===== src/rtl/i2s_pkg.sv =====
// Shared I2S definitions for the capture (RX) and playback (TX) sides:
// default geometry, FSM state encodings and the header pattern.
package i2s_pkg;

   localparam int unsigned I2S_AUDIO_DW  = 32;               // bits per channel
   localparam int unsigned I2S_BPW       = I2S_AUDIO_DW / 4; // bytes per stereo word
   localparam int unsigned I2S_HEAD_SIZE = 256;              // header bytes
   localparam int unsigned I2S_DATA_SIZE = 256;              // payload bytes per frame
   localparam int unsigned I2S_ADDR_W    = 14;               // capture memory address width
   localparam int unsigned I2S_CNT_W     = 16;               // header/payload byte counters

   typedef enum logic [1:0] {
      ST_IDLE = 2'd0,
      ST_HEAD = 2'd1,
      ST_DATA = 2'd2
   } i2s_state_e;

   // Header byte i carries the low 8 bits of its own index.
   function automatic logic [7:0] hdr_byte(input logic [I2S_CNT_W-1:0] i);
      return 8'(i & 16'h00FF);
   endfunction

endpackage


===== src/rtl/i2s_word_unpack.sv =====
// Word-to-byte unpacker: latches one BPW-byte word and emits it LSB byte
// first, one byte per cycle, starting the cycle after i_load.
// Ports:
//   clk, reset_n  clock, synchronous active-low reset
//   i_clear       abort any emission in progress
//   i_load        latch i_word (ignored while i_clear is high)
//   i_word        word to unpack, byte 0 = i_word[7:0]
//   o_byte        current byte (registered)
//   o_valid       o_byte is valid this cycle
//   o_last        o_byte is the final byte of the word
//   o_busy        an emission is in progress (same as o_valid)
module i2s_word_unpack
   import i2s_pkg::*;
#(
   parameter int unsigned BPW = I2S_BPW
) (
   input  logic             clk,
   input  logic             reset_n,
   input  logic             i_clear,
   input  logic             i_load,
   input  logic [8*BPW-1:0] i_word,
   output logic [7:0]       o_byte,
   output logic             o_valid,
   output logic             o_last,
   output logic             o_busy
);

   localparam int unsigned WW = 8 * BPW;
   localparam int unsigned KW = (BPW > 1) ? $clog2(BPW) : 1;

   logic [WW-1:0] r_word;
   logic [KW-1:0] r_k;
   logic [7:0]    r_byte;
   logic          r_valid;
   logic          r_last;

   // Byte shifter; r_last is precomputed so the final byte is flagged in its own cycle.
   always_ff @(posedge clk) begin
      if (!reset_n || i_clear) begin
         r_word  <= '0;
         r_k     <= '0;
         r_byte  <= '0;
         r_valid <= 1'b0;
         r_last  <= 1'b0;
      end else if (i_load) begin
         r_byte  <= i_word[7:0];
         r_word  <= i_word >> 8;
         r_k     <= '0;
         r_valid <= 1'b1;
         r_last  <= (BPW == 1);
      end else if (r_valid) begin
         if (r_last) begin
            r_valid <= 1'b0;
            r_last  <= 1'b0;
         end else begin
            r_byte <= r_word[7:0];
            r_word <= r_word >> 8;
            r_k    <= r_k + KW'(1);
            r_last <= ((32'(r_k) + 32'd2) == BPW);
         end
      end
   end

   assign o_byte  = r_byte;
   assign o_valid = r_valid;
   assign o_last  = r_last;
   assign o_busy  = r_valid;

endmodule


===== src/rtl/i2s_rx_capture.sv =====
// I2S capture: hunts for the counting 256-byte header in the incoming
// stereo words, then unpacks the payload bytes LSB-first into the capture
// RAM, and repeats header/payload continuously.
// Ports:
//   clk, reset_n   clock, synchronous active-low reset
//   start          abort and re-arm the header hunt; clears flags
//   data_in        stereo word from the RX core, byte 0 = data_in[7:0]
//   data_valid     data_in strobe
//   mem_addr       capture byte address
//   mem_wdata      capture byte
//   mem_we         capture write strobe
//   busy           hunting a header or capturing payload
//   frame_done     pulse after the last payload byte of a frame
//   header_err     sticky header mismatch
//   overrun        sticky word-dropped-while-unpacking
module i2s_rx_capture
   import i2s_pkg::*;
#(
   parameter int unsigned AUDIO_DW  = I2S_AUDIO_DW,
   parameter int unsigned HEAD_SIZE = I2S_HEAD_SIZE,
   parameter int unsigned DATA_SIZE = I2S_DATA_SIZE,
   parameter int unsigned ADDR_W    = I2S_ADDR_W
) (
   input  logic                  clk,
   input  logic                  reset_n,
   input  logic                  start,
   input  logic [2*AUDIO_DW-1:0] data_in,
   input  logic                  data_valid,
   output logic [ADDR_W-1:0]     mem_addr,
   output logic [7:0]            mem_wdata,
   output logic                  mem_we,
   output logic                  busy,
   output logic                  frame_done,
   output logic                  header_err,
   output logic                  overrun
);

   localparam int unsigned BPW   = AUDIO_DW / 4;
   localparam int unsigned CNT_W = I2S_CNT_W;

   i2s_state_e        r_state;
   logic [CNT_W-1:0]  r_head_cnt;
   logic [CNT_W-1:0]  r_data_cnt;
   logic [ADDR_W-1:0] r_addr;
   logic              r_busy;
   logic              r_frame_done;
   logic              r_header_err;
   logic              r_overrun;

   logic              w_hdr_ok;
   logic              w_load;
   logic [7:0]        w_unp_byte;
   logic              w_unp_valid;
   logic              w_unp_last;
   logic              w_unp_busy;

   // All header bytes of the word are checked in parallel against the running index.
   always_comb begin
      w_hdr_ok = 1'b1;
      for (int k = 0; k < int'(BPW); k++) begin
         if (data_in[8*k +: 8] != hdr_byte(r_head_cnt + CNT_W'(k))) begin
            w_hdr_ok = 1'b0;
         end
      end
   end

   assign w_load = (r_state == ST_DATA) && data_valid && !w_unp_busy;

   i2s_word_unpack #(
      .BPW (BPW)
   ) u_unpack (
      .clk     (clk),
      .reset_n (reset_n),
      .i_clear (start),
      .i_load  (w_load),
      .i_word  (data_in),
      .o_byte  (w_unp_byte),
      .o_valid (w_unp_valid),
      .o_last  (w_unp_last),
      .o_busy  (w_unp_busy)
   );

   // Frame FSM, counters, address generator and sticky flags.
   always_ff @(posedge clk) begin
      if (!reset_n) begin
         r_state      <= ST_IDLE;
         r_head_cnt   <= '0;
         r_data_cnt   <= '0;
         r_addr       <= '0;
         r_busy       <= 1'b0;
         r_frame_done <= 1'b0;
         r_header_err <= 1'b0;
         r_overrun    <= 1'b0;
      end else if (start) begin
         // start wins over a same-cycle data_valid; that word is dropped
         r_state      <= ST_HEAD;
         r_head_cnt   <= '0;
         r_data_cnt   <= '0;
         r_addr       <= '0;
         r_busy       <= 1'b1;
         r_frame_done <= 1'b0;
         r_header_err <= 1'b0;
         r_overrun    <= 1'b0;
      end else begin
         r_frame_done <= 1'b0;

         if (data_valid && w_unp_busy) begin
            r_overrun <= 1'b1;
         end

         // Address follows the unpacker: base on load, +1 per non-final byte.
         if (w_load) begin
            r_addr <= r_data_cnt[ADDR_W-1:0];
         end else if (w_unp_valid && !w_unp_last) begin
            r_addr <= r_addr + ADDR_W'(1);
         end

         case (r_state)
            ST_IDLE: begin
               r_busy <= 1'b0;
            end
            ST_HEAD: begin
               if (data_valid) begin
                  if (!w_hdr_ok) begin
                     r_header_err <= 1'b1;
                     r_head_cnt   <= '0;
                  end else if ((32'(r_head_cnt) + BPW) == HEAD_SIZE) begin
                     r_state    <= ST_DATA;
                     r_head_cnt <= '0;
                  end else begin
                     r_head_cnt <= r_head_cnt + CNT_W'(BPW);
                  end
               end
            end
            ST_DATA: begin
               if (w_unp_last) begin
                  if ((32'(r_data_cnt) + BPW) == DATA_SIZE) begin
                     r_state      <= ST_HEAD;
                     r_data_cnt   <= '0;
                     r_frame_done <= 1'b1;
                  end else begin
                     r_data_cnt <= r_data_cnt + CNT_W'(BPW);
                  end
               end
            end
            default: begin
               r_state <= ST_IDLE;
               r_busy  <= 1'b0;
            end
         endcase
      end
   end

   assign mem_addr   = r_addr;
   assign mem_wdata  = w_unp_byte;
   assign mem_we     = w_unp_valid;
   assign busy       = r_busy;
   assign frame_done = r_frame_done;
   assign header_err = r_header_err;
   assign overrun    = r_overrun;

endmodule

===== config.mk =====
export PLATFORM = sky130hd
export DESIGN_NAME = i2s_rx_capture
export DESIGN_NICKNAME = d
export VERILOG_FILES = /design/src/rtl/i2s_pkg.sv /design/src/rtl/i2s_word_unpack.sv /design/src/rtl/i2s_rx_capture.sv
export SDC_FILE = /design/constraint.sdc
export NUM_CORES = 1
export LEC_CHECK = 0
export CORE_ASPECT_RATIO = 0.5
export CORE_MARGIN = 2
export CORE_UTILIZATION = 51
export CTS_BUF_LIST = sky130_fd_sc_hd__clkbuf_4 sky130_fd_sc_hd__clkbuf_8
export DETAILED_ROUTE_END_ITERATION = 6
export PLACE_DENSITY_LB_ADDON = 0.15
export SYNTH_ARGS = -nofsm -noshare
export SYNTH_HDL_FRONTEND = slang
export SYNTH_HIERARCHICAL = 1
export SYNTH_SLANG_ARGS = --single-unit
export TNS_END_PERCENT = 1

===== constraint.sdc =====
create_clock -name clk -period 2.3 [get_ports clk]
set_clock_uncertainty 0.15 [all_clocks]
set_input_delay 0.46 -clock clk [delete_from_list [all_inputs] [get_ports clk]]
set_output_delay 0.46 -clock clk [all_outputs]
set_load 0.05 [all_outputs]

# Word level (Yosys, flattened, before mapping)
# Index checks and enable logic that the tools add are counted.
# word_totals
in_bits,68
register_bits,121
word_cells,114
# op_classes
bitwise,5
eq_ne,26
n_mux,33
reduce_logical,22
addsub,14
# op_table
op,count
$mux 56,3
$ne 8x8->1,8
$mux 16,3
$add 16x4->17 const B,2
$eq 17x9->1 const B,2
$add 16x4->16 const B,2
$add 8x3->8 const B,4
$eq 32x4->1 const B,1
$mux 14,2
$mux 8,3
$add 8x2->8 const B,2
$mux 1,16
$add 14x1->14 const B,1
$reduce_and 6->1,2
$mux 2,5
$ne 3x3->1 const B,3
$add 8x1->8 const B,1
$ne 2x1->1 const B,4
$ne 2x2->1 const B,4
$reduce_and 2->1,4
$ne 3x2->1 const B,2
$pmux 2 s3,1
$reduce_or 2->1,3
$not 1->1,5
other kinds (11),17

# Depth between registers and ports, before layout
# depth
depth_word,13
mapped_depth,10
mapped_depth_nobuf,8

# Modules after synthesis
# Netlist, hierarchy kept.
# modules_own_cells
module,n_inst,area_per_inst_um2,cells_per_inst
i2s_word_unpack,1,3489.6,379
i2s_rx_capture,1,3190.6,411

# Worst setup path before layout
# Ideal clock, no wire load.
# synth_path
kind,register -> register
startpoint,register r_head_cnt[3]
endpoint,register r_state[0]
setup_time_ns,0.059
setup_slack_ns,-0.260
t_arrival_ns,2.350
stages_incl_launch_ff,10
synth_period_minus_slack_ns,2.560
cell_sequence,dfxtp_1 -> ha_1 -> clkbuf_1 -> nand4_1 -> or3_1 -> mux2i_1 -> nor4_2 -> a41oi_1 -> o31ai_1 -> o311a_1
# synth_via
elab_chain_cells,11
word_cells_on_any_way,28
# synth_rtl
item,line,text
start: declaration,i2s_rx_capture.sv:42,logic [CNT_W-1:0] r_head_cnt;
start signal: assignment,i2s_rx_capture.sv:131,r_head_cnt <= r_head_cnt + CNT_W'(BPW);
$add 8x1->8 or $ne 8x8->1 (tied branches),i2s_rx_capture.sv:61,if (data_in[8*k +: 8] != hdr_byte(r_head_cnt + CNT_W'(k))) begin
$ne 8x8->1 or $mux 1 (tied branches),i2s_rx_capture.sv:61,
$mux 1 (7 in series),i2s_rx_capture.sv:61,
$ne 3x3->1 (no line),n/a,
$reduce_and 6->1 (no line) (*),n/a,
end signal: assignment,i2s_rx_capture.sv:86,r_state <= ST_IDLE;
end signal: assignment,i2s_rx_capture.sv:96,r_state <= ST_HEAD;
end signal: assignment,i2s_rx_capture.sv:128,r_state <= ST_DATA;
end: declaration,i2s_rx_capture.sv:41,i2s_state_e r_state;
# Mark *: on every way between the ends. The rest lies on a longest branch, timed or not.
# A chain may end at the register's enable or synchronous reset.

# Final worst setup path
# layout_path
startpoint,input port data_in[34]
endpoint,register r_head_cnt[12]
# layout_via
elab_chain_cells,6
# layout_rtl
item,line,text
start: declaration,i2s_rx_capture.sv:27,"input logic [2*AUDIO_DW-1:0] data_in,"
$ne 8x8->1,i2s_rx_capture.sv:61,
$mux 1 (4 in series),i2s_rx_capture.sv:61,
$mux 16,i2s_rx_capture.sv:124,if (!w_hdr_ok) begin
# No other way between the ends.

==> flow_summary.ini <==
[run_status]
status = complete, but fails checks
violations = negative setup slack

[sta]
fin_ws_ns = -0.287
post-route-period-util_pct = 112
final_hold_viol_count = 0
worst_hold_slack_ns = 0.246
slew_viol_final = 0
fin_tns_setup_ns = -2.56
worst_max_slew_margin_expressed_relative_to_the_limit_pct = 52.4
timing.final.crit_period_ns = 2.59
fmax_mhz = 387
grt_setup_unrepaired = yes
setup-violations-final = 16
tightest_slew_ns = 0.712

[pwr]
clock_power_share_pct = 45.5
sequential_power_share_pct = 46.4
sw_frac_of_total_pct = 25.5
power.internal_mw = 3.20
power.ir.vdd_worst_mv = 0.361
power_density_nw_per_um2 = 479
pwr-share-comb_pct = 8.1
switchingPower_mw = 1.10
fin_total_pwr_mw = 4.30
total_leakage_power_nw = 3.41

[critical_path]
crit_path_max_fanout = 2
worstPathArrival_ns = 2.81
startpoint_type_of_the_worst_setup_path = input pin
timing.setup.critical_path_class = in2reg
crit_path_end_kind = register
worst_ep_required_time_ns = 2.52

[clocking]
insertion_delay_ns = 0.44
cts_post_setup_buffers_inserted = 0
ctsHoldBuffers = 0
buffer_type_at_the_clock_tree_root = clkbuf_8
cts.sinks = 115
cts-buffers-inserted = 17
clk_pin_slew_ns = 0.08
max-clock-path-buffers = 2
tritoncts = yes
cts_htree_levels = 4

[finish]
layout.filler_cells = 1006
layout-drive-gt1-share_pct = 24.5
antenna_cells = 0
layout.nets = 1024
most_frequent_cells_in_the_layout = 130 x nor3_1, 112 x dfxtp_1, 107 x buf_4
layout.cell_area.non_filler_um2 = 8980
final_design_utilization_pct = 70.5
syn2layout_area_growth_pct = 34.4
mostFrequentLayoutCell = nor3_1

[global_route]
antenna_violations_before_repair = 0
grt_max_degree = 65
global_route.usage.total_pct = 26.3
gr-usage-met1_pct = 35.9
busiest_layer = met2
grt_pass1_vias = 6009
met2_usage_pct = 43.7
grt_pass1_wl_um = 30200
globalRouteMet3Util_pct = 5.50
overflow = 0

[die]
core-area_um2 = 12700
floorplan.rows = 29
io-pin-count = 95
dieHeight_um = 84.9
die_area_um2 = 14100
floorplan_die_width_um = 166
starting_density_pct = 52.5

[routing]
vias_per_cell = 5.82
via_count = 6571
post-route-drc-count = 0
routed_wire_length_per_instance_um = 16.5
final_antenna_net_count = 0
drt_first_iter_violations = 473
dr.pass1.iters = 5
routed_wirelength_um = 18600

[synth]
synth-seq-area-share_pct = 34.5
synthesis_warnings = 6
synth-main-ff-cell = dfxtp_1
postSynthNetCount = 867
synthesis.instances = 790
ys_seq_elements = 115
synth_area_per_cell_um2 = 8.46
postSynth.asyncResetShare_pct = 0
synth_area_um2 = 6680
synth.lib_cells_used.distinct = 65
synth-edff-count = 0

[placement]
finalWeightedCongestion = 0.885
placed_cell_area_um2 = 8480
placement.io_buffers = 94
dpl.hpwl_um = 13200

[min_path]
worst_hold_path_type = in2reg

[run]
max_capacitance_violation_count = 0
==> logic make-up after synthesis <==
group | share of synthesized area [%]
AND/OR/NAND/NOR | 44.2
AO/OA/AOI/OAI | 7.89
XOR/XNOR | 4.20
adder cells (fa/ha/maj) | 1.69
flip-flops | 34.5
multiplexers | 1.50
buffers and inverters | 6.03
==> final cells by class <==
type	count	area, µm²	area share [%]
Multi-Input combinational cell	597	4100	45.7
Tap cell	170	213	2.37
Inverter	7	28.8	0.321
Timing Repair Buffer	209	1920	21.4
Clock buffer	19	255	2.84
Clock inverter	13	151	1.69
Sequential cell	115	2310	25.7
==> final timing paths <==
kind                              startpoint                                to  slack [ns]  cells after the start
setup / recovery                 data_in[34]       r_head_cnt[12]$_SDFFE_PP0P_       -0.29                      9
hold / removal                   data_in[58]  u_unpack/r_word[50]$_SDFFE_PP0P_        0.25                      3
setup reg to reg  r_head_cnt[5]$_SDFFE_PP0P_       r_head_cnt[12]$_SDFFE_PP0P_       -0.26                      7
hold reg to reg         overrun$_SDFFE_PP0P_              overrun$_SDFFE_PP0P_        0.34                      2
==> per-stage QoR <==
stage / std cells / setup slack [ns]
2_1_floorplan: 790 / -0.113
3_3_place_gp: 1098 / -0.822
3_5_place_dp: 1098 / -0.819
4_1_cts: 1130 / -0.297
5_1_grt: 1130 / -0.362
6_report: 1130 / -0.287
==> worst max-delay path, cell delays in order <==
cell and delay, ns:
clkdlybuf4s50_1 0.48, nor4bb_4 0.30, buf_4 0.16, nand4_1 0.08, or4_4 0.58, or4_4 0.44
o21ai_2 0.12, nand2_1 0.08, a21oi_2 0.12
==> state kept, by name (all words and copies together), names as in the netlist, 2 cells and up <==
| signal | count |
|---|---|
| r_data_cnt | 13 |
| u_unpack/r_word | 56 |
| u_unpack/o_byte | 8 |
| mem_addr | 14 |
| u_unpack/r_k | 3 |
| r_head_cnt | 13 |
| r_state | 2 |
==> synthesized netlist by cell type, drive strengths merged (2+ instances only) <==
| library cell | n | area, µm² |
|---|---|---|
| o31ai | 2 | 15.0 |
| nor2 | 49 | 186 |
| or4 | 9 | 71.3 |
| o21ai | 15 | 78.8 |
| nand2 | 50 | 188 |
| nand3b | 11 | 82.6 |
| nor4 | 66 | 744 |
| xor2 | 17 | 149 |
| clkbuf | 26 | 98.8 |
| a2111oi | 2 | 30.0 |
| o41ai | 2 | 25.0 |
| ha | 9 | 113 |
| and2 | 4 | 25.0 |
| a2bb2oi | 2 | 17.5 |
| and3 | 15 | 93.8 |
| and4b | 2 | 20.0 |
| a31oi | 2 | 12.5 |
| nand4b | 4 | 35.0 |
| nor3 | 130 | 651 |
| nor2b | 64 | 403 |
| and4 | 4 | 35.0 |
| nand4 | 21 | 131 |
| or2 | 3 | 18.8 |
| or3 | 4 | 25.0 |
| nand2b | 4 | 25.0 |
| mux2i | 10 | 100 |
| o211ai | 4 | 30.0 |
| inv | 7 | 26.3 |
| nor4bb | 6 | 60.1 |
| nor4b | 4 | 41.3 |
| a311oi | 3 | 26.3 |
| buf | 45 | 278 |
| a211oi | 11 | 82.6 |
| xnor2 | 15 | 131 |
| dfxtp | 115 | 2300 |
| a41oi | 2 | 17.5 |
| nor3b | 2 | 15.0 |
| a21oi | 17 | 88.8 |
| nand3 | 19 | 95.1 |
==> power groups by stage <==
stage	Sequential, mW	Clock (mW)	Combinational [mW]
final	1.99	1.96	0.348
after global routing	1.99	2.07	0.368
after CTS	1.99	1.97	0.342
after detailed placement	2.04	0	0.339
after global placement	2.04	0	0.337
after floorplan	2.05	0	0.0852
==> routing by layer <==
layer	vias to the layer above	share of wire, %
li1	3222	-
met1	3122	47
met2	210	46
met3	17	5.9
met4	0	0.70
met5	-	0
==> what timing repair did <==
| item | CTS | global route |
|---|---|---|
| pin swaps | 11 | 2 |
| hold endpoints to repair | 0 | 0 |
| setup endpoints to repair | 23 | 24 |
| gates resized for setup | 28 | 17 |
No activity file was read; power rests on OpenSTA's default activity.
